$ cat src/rtl/scope_trig_reader.sv
// rtl/scope_trig_reader.sv - triggered frame capture from a FIFO read port into a skid-buffered sample stream
module scope_trig_reader #(
    parameter int DATA_WIDTH   = 8,
    parameter int FRAME_LEN    = 1024,
    parameter int AUTO_TIMEOUT = 65535
) (
    input  logic                  rd_clk,
    input  logic                  rd_rst,
    output logic                  rd_en,
    input  logic [DATA_WIDTH-1:0] rd_data,
    input  logic                  rd_empty,
    input  logic                  arm,
    input  logic                  abort,
    input  logic [DATA_WIDTH-1:0] trig_level,
    input  logic                  trig_edge,
    input  logic                  trig_auto,
    output logic [DATA_WIDTH-1:0] smp_data,
    output logic                  smp_valid,
    input  logic                  smp_ready,
    output logic                  smp_last,
    output logic                  busy,
    output logic                  trig_forced
);

    localparam logic [11:0] FRAME_LEN_W  = 12'(FRAME_LEN);
    localparam logic [10:0] LAST_IDX     = 11'(FRAME_LEN - 1);
    localparam logic [15:0] TIMEOUT_LAST = 16'(AUTO_TIMEOUT - 1);

    typedef enum logic [1:0] {
        IDLE    = 2'd0,
        ARMED   = 2'd1,
        CAPTURE = 2'd2
    } state_t;

    state_t state;
    state_t state_nxt;

    logic                  in_flight;
    logic [DATA_WIDTH-1:0] prev_sample;
    logic                  prev_valid;
    logic [15:0]           timeout_cnt;
    logic [10:0]           read_cnt;
    logic [10:0]           out_cnt;
    logic [DATA_WIDTH-1:0] head_data;
    logic                  head_valid;
    logic [DATA_WIDTH-1:0] tail_data;
    logic                  tail_valid;

    logic       pop;
    logic       trig_hit;
    logic       timeout_hit;
    logic [1:0] occ;
    logic [1:0] occ_after;
    logic       room;
    logic       below_len;
    logic       frame_done;

    // A returned sample arrives exactly one cycle after the read that fetched it
    assign pop         = head_valid && smp_ready;
    assign trig_hit    = in_flight && prev_valid &&
                         (trig_edge ? ((prev_sample > trig_level) && (rd_data <= trig_level))
                                    : ((prev_sample < trig_level) && (rd_data >= trig_level)));
    assign timeout_hit = trig_auto && (timeout_cnt == TIMEOUT_LAST);

    // Room is judged after this cycle's pop so a full-rate stream keeps one read per cycle
    assign occ        = {1'b0, head_valid} + {1'b0, tail_valid};
    assign occ_after  = occ - {1'b0, pop};
    assign room       = (occ_after + {1'b0, in_flight}) < 2'd2;
    // Counting the in-flight read keeps the total fetched per frame at FRAME_LEN
    assign below_len  = ({1'b0, read_cnt} + {11'd0, in_flight}) < FRAME_LEN_W;
    assign frame_done = pop && smp_last;

    assign smp_data    = head_data;
    assign smp_valid   = head_valid;
    assign smp_last    = head_valid && (out_cnt == LAST_IDX);
    assign busy        = (state != IDLE);

    // State register
    always_ff @(posedge rd_clk) begin
        if (rd_rst) begin
            state <= IDLE;
        end else begin
            state <= state_nxt;
        end
    end

    // Next-state and read request; abort outranks arm and trigger
    always_comb begin
        state_nxt = state;
        rd_en     = 1'b0;
        case (state)
            IDLE: begin
                if (arm && !abort) begin
                    state_nxt = ARMED;
                end
            end
            ARMED: begin
                rd_en = !rd_empty;
                if (abort) begin
                    state_nxt = IDLE;
                end else if (trig_hit || timeout_hit) begin
                    state_nxt = CAPTURE;
                end
            end
            CAPTURE: begin
                rd_en = !rd_empty && room && below_len;
                if (abort || frame_done) begin
                    state_nxt = IDLE;
                end
            end
            default: begin
                state_nxt = IDLE;
            end
        endcase
        if (rd_rst || abort) begin
            rd_en = 1'b0;
        end
    end

    // Datapath: trigger history, counters, skid buffer and forced-trigger flag
    always_ff @(posedge rd_clk) begin
        if (rd_rst) begin
            in_flight   <= 1'b0;
            prev_sample <= '0;
            prev_valid  <= 1'b0;
            timeout_cnt <= '0;
            read_cnt    <= '0;
            out_cnt     <= '0;
            head_data   <= '0;
            head_valid  <= 1'b0;
            tail_data   <= '0;
            tail_valid  <= 1'b0;
            trig_forced <= 1'b0;
        end else begin
            in_flight <= rd_en;
            if (abort) begin
                // Data returning this cycle is simply not captured
                prev_valid  <= 1'b0;
                timeout_cnt <= '0;
                read_cnt    <= '0;
                out_cnt     <= '0;
                head_data   <= '0;
                head_valid  <= 1'b0;
                tail_data   <= '0;
                tail_valid  <= 1'b0;
            end else begin
                case (state)
                    IDLE: begin
                        if (arm) begin
                            trig_forced <= 1'b0;
                            timeout_cnt <= '0;
                            prev_valid  <= 1'b0;
                            read_cnt    <= '0;
                            out_cnt     <= '0;
                        end
                    end
                    ARMED: begin
                        if (timeout_cnt != 16'hFFFF) begin
                            timeout_cnt <= timeout_cnt + 16'd1;
                        end
                        if (in_flight) begin
                            prev_sample <= rd_data;
                            prev_valid  <= 1'b1;
                        end
                        if (trig_hit) begin
                            head_data  <= rd_data;
                            head_valid <= 1'b1;
                            read_cnt   <= 11'd1;
                        end else if (timeout_hit) begin
                            trig_forced <= 1'b1;
                            read_cnt    <= '0;
                        end
                    end
                    CAPTURE: begin
                        if (in_flight) begin
                            read_cnt <= read_cnt + 11'd1;
                        end
                        if (frame_done) begin
                            out_cnt <= '0;
                        end else if (pop) begin
                            out_cnt <= out_cnt + 11'd1;
                        end
                        if (pop) begin
                            if (tail_valid) begin
                                head_data  <= tail_data;
                                head_valid <= 1'b1;
                                if (in_flight) begin
                                    tail_data <= rd_data;
                                end else begin
                                    tail_valid <= 1'b0;
                                end
                            end else if (in_flight) begin
                                head_data  <= rd_data;
                                head_valid <= 1'b1;
                            end else begin
                                head_valid <= 1'b0;
                            end
                        end else if (in_flight) begin
                            if (head_valid) begin
                                tail_data  <= rd_data;
                                tail_valid <= 1'b1;
                            end else begin
                                head_data  <= rd_data;
                                head_valid <= 1'b1;
                            end
                        end
                    end
                    default: begin
                        head_valid <= 1'b0;
                        tail_valid <= 1'b0;
                    end
                endcase
            end
        end
    end

endmodule
$ cat config.mk
export PLATFORM = sky130hd
export DESIGN_NAME = scope_trig_reader
export DESIGN_NICKNAME = d
export VERILOG_FILES = /design/src/rtl/scope_trig_reader.sv
export SDC_FILE = /design/constraint.sdc
export NUM_CORES = 1
export LEC_CHECK = 0
export ABC_CLOCK_PERIOD_IN_PS = 3100
export BUFFER_PORTS_ARGS = -buffer_cell sky130_fd_sc_hd__buf_2
export CAP_MARGIN = 10
export CORE_MARGIN = 5
export CORE_UTILIZATION = 40
export DETAILED_ROUTE_END_ITERATION = 10
export PLACE_DENSITY = 0.69
export REMOVE_ABC_BUFFERS = 1
export SETUP_SLACK_MARGIN = 0.1
export SLEW_MARGIN = 10
export SYNTH_ARGS = -nofsm -noshare
export SYNTH_HDL_FRONTEND = slang
export SYNTH_SLANG_ARGS = --single-unit
$ cat constraint.sdc
create_clock -name rd_clk -period 3.1 [get_ports rd_clk]
set_input_delay 0.93 -clock rd_clk [delete_from_list [all_inputs] [get_ports rd_clk]]
set_output_delay 0.93 -clock rd_clk [all_outputs]
set_load 0.05 [all_outputs]
==> run metrics <==
Multi-input gate area=2452 um2; largest net degree at the start of global routing=33; Cell variety after synth=61; NetSw=0.0005044 W; Worst Setup Path Type=primary input to primary output; CTS Sinks=69; sequential-to-total area share from yosys stat=35.17%; result of the run=finished, violations left; most frequent CP cell=ha_4; gr usage total=16.84%; drt total wl=9.456 mm; synthesized netlist cell count=455; fraction of registers with async set/reset=0%; Slew Viols, Final=0; placed cell area=4412 um2; Final nets=564; fin crit share=110.2%; Combinational Power Share=15.7%; dpl cells=633; Port Buffers=36; Fmax=292.7 MHz; number of fill cells=945; final hold violation count=0; post-place setup slack=-0.6483 ns; layout cells sized above 1=20.31%; # IOs=37; Final Setup Violations=1; CTS tree=done; failing checks=negative setup slack; 1st-pass router iterations=4; Die ar.=11900 um2; CP max stage delay=0.24 ns; Avg Inst Size Synth=8.632 um2; Setup WS post-layout=-0.3160 ns; CP Data Arrival Time=2.49 ns; Design Area, Final=4683 um2; GPL Wtd Cong=0.8761; Worst setup EP type=primary output; initial detailed-routing violation count=203; clk_lat worst skew=0.34 ns; die height=109.1 um; FF-to-FF Start=timeout_cnt[8]; Pint=0.001361 W; width of the die=109.1 um; Placeable Area=9684 um2; first-pass GRT wire length=16.00 mm; antenna diode count=0; Worst Path Max Fanout=2; max_slew headroom=25.88%; Pwr Density=398.3 nW/um2; R2R Setup Slk=0.73 ns; cell area after synthesis=3928 um2; Seq pwr share=48.2%; vias per cell=5.368; clock-pin transition on the worst setup and hold timing paths=0.08 ns; antenna violations before repair=0; Worst Max-Slew Pin Slew=1.081 ns; Layout Skew=0.01257 ns; Min Clock Period, post-route=3.416 ns; Initial Util=40.56%; startpoint types=primary input; depth of the CTS H-tree=3; area growth from synthesis to layout=19.24%; Critical Path RT=2.17 ns; cts hold-fix bufs=0; CP max-delay cell=ha_4; final setup TNS=-0.3160 ns; clock power share=36.1%; reg2reg end=read_cnt[8]; ordered cell list for the critical path=buf_8 -> nand2_4 -> ha_4 -> ha_4 -> a21oi_4 -> xnor2_2 -> nor3b_2 -> a21oi_2 -> nor4b_2 -> buf_4; post-synth top area cell=dfxtp_1; P_leak=1.841 nW; aggregate global routing overflow=0; post-route ant nets=0; # rows=36; top cells by area, synth=dfxtp_1, ha_1, mux2i_1; number of global-route vias before repair=3537; CTS buffer count=9; Post-synth EDFFs=0; root buf cell=clkbuf_8; DR vias=3489; Primary FF master, synth=dfxtp_1; Layout Cells excl Fill=650; DRC=0; max cap viols=0; Worst Hold Class=flip-flop to flip-flop; number of synthesized register bits=69; hold path start=smp_data[3]; sw frac=27.04%; DP HPWL=6.825 mm; Ys Warns=0; routed len/inst=14.55 um; Hold Path End=smp_data[3]; R2R depth=7; Max VDD drop=0.2085 mV; Worst Hold Depth=2; top cell type's share of synthesized area=35.17%; clk buf depth=2; RSZ-0062 raised after global routing=true; FF/Latch Area=1381 um2
[final cells by class]
cell class                      instances  area share [%]
Timing Repair Buffer                   66           9.190
Inverter                               20           1.603
Clock buffer                           14           3.687
Clock inverter                          1          0.1069
Multi-Input combinational cell        347           52.36
Tap cell                              133           3.553
Sequential cell                        69           29.49
[layout by cell type (no fill, tap or decap), types with 3 or more instances in the layout]
master / instances
nor2b_1: 8
and3_1: 5
o221ai_1: 5
o21ai_0: 27
xnor2_1: 6
nand3_1: 18
ha_1: 25
nor4_1: 4
a32o_1: 9
xor2_1: 13
nand2b_1: 3
clkbuf_8: 12
or3_1: 15
a21oi_1: 30
a211oi_1: 3
nor3_1: 10
o211ai_1: 3
nor2_1: 48
buf_4: 30
inv_1: 20
nand4_1: 12
or4_1: 3
buf_2: 34
nand2_1: 28
dfxtp_1: 69
mux2i_1: 25
[kinds of logic after synthesis]
| group | Yosys count | synth area share (%) |
|---|---|---|
| compound gates | 101 | 17.81 |
| xor+xnor | 20 | 4.460 |
| fa+ha+maj | 27 | 8.601 |
| buf+inv | 39 | 4.078 |
| flops | 69 | 35.17 |
| mux | 26 | 6.658 |
| simple gates | 173 | 23.22 |
[sequential cells by signal, indices dropped and copies added, names as in the netlist]
name / count
read_cnt: 11
prev_sample: 8
timeout_cnt: 16
tail_valid: 1
smp_valid: 1
state: 2
in_flight: 1
out_cnt: 11
prev_valid: 1
tail_data: 8
smp_data: 8
trig_forced: 1
[cells in the mapped netlist, types with 3 or more instances]
cell      count
clkbuf_1     12
a211oi_1      3
a32o_1        9
o21ai_0      27
nor3_1       10
nand2b_1      3
inv_1        20
ha_1         27
nand3_1      18
nand2_1      29
o211ai_1      3
or4_1         3
nor3b_1       3
nor2b_1       8
and3_1        5
dfxtp_1      69
xor2_1       13
o221ai_1      5
nor2_1       48
mux2i_1      25
a21oi_1      32
nor4_1        4
nand4_1      12
xnor2_1       7
buf_1         3
or3_1        15
[power by group through the flow]
stage | registers [W] | clock network [W] | logic, W
6_report | 0.000899 | 0.000673 | 0.000293
5_1_grt | 0.000900 | 0.000738 | 0.000322
4_1_cts | 0.000899 | 0.000697 | 0.000289
2_1_floorplan | 0.000932 | 0 | 0.000157
3_3_place_gp | 0.000919 | 0 | 0.000277
3_5_place_dp | 0.000920 | 0 | 0.000282
[worst max path at each step]
stage	start	end	slack (ns)	depth (start not counted)
2_1_floorplan	smp_ready	rd_en	-1.59	8
3_3_place_gp	smp_ready	rd_en	-0.54	10
3_5_place_dp	smp_ready	rd_en	-0.65	10
4_1_cts	smp_ready	rd_en	-0.46	10
5_1_grt	smp_ready	rd_en	-0.37	10
6_report	smp_ready	rd_en	-0.32	10
[metrics by stage]
stage               total power (W)  utilization [%]  hold slack, ns
floorplan                  0.001089                -          0.4544
global placement           0.001196            45.56          0.4548
detailed placement         0.001201            45.56          0.4637
CTS                        0.001885            48.04          0.4742
global route               0.001960            48.36          0.4998
finish                     0.001865            48.36          0.4750
[routing by layer]
metal	track usage [%]	up-vias	wire, um
li1	-	1763	-
met1	21.34	1675	4385
met2	28.64	47	4668
met3	2.605	4	335
met4	6.492	0	66
met5	0	-	0
[repair_timing]
item,4_1_cts,5_1_grt
resized for setup,10,4
setup buffers,1,1
endpoints found under the setup margin,1,1
pin swaps,8,4
[critical path: cells and delay by family]
family	cells	cell delay, ns
simple gates	3	0.46
fa+ha+maj	2	0.45
buf+inv	2	0.33
compound gates	2	0.23
xor+xnor	1	0.08
Note: power is estimated with default switching activity, not from simulation.
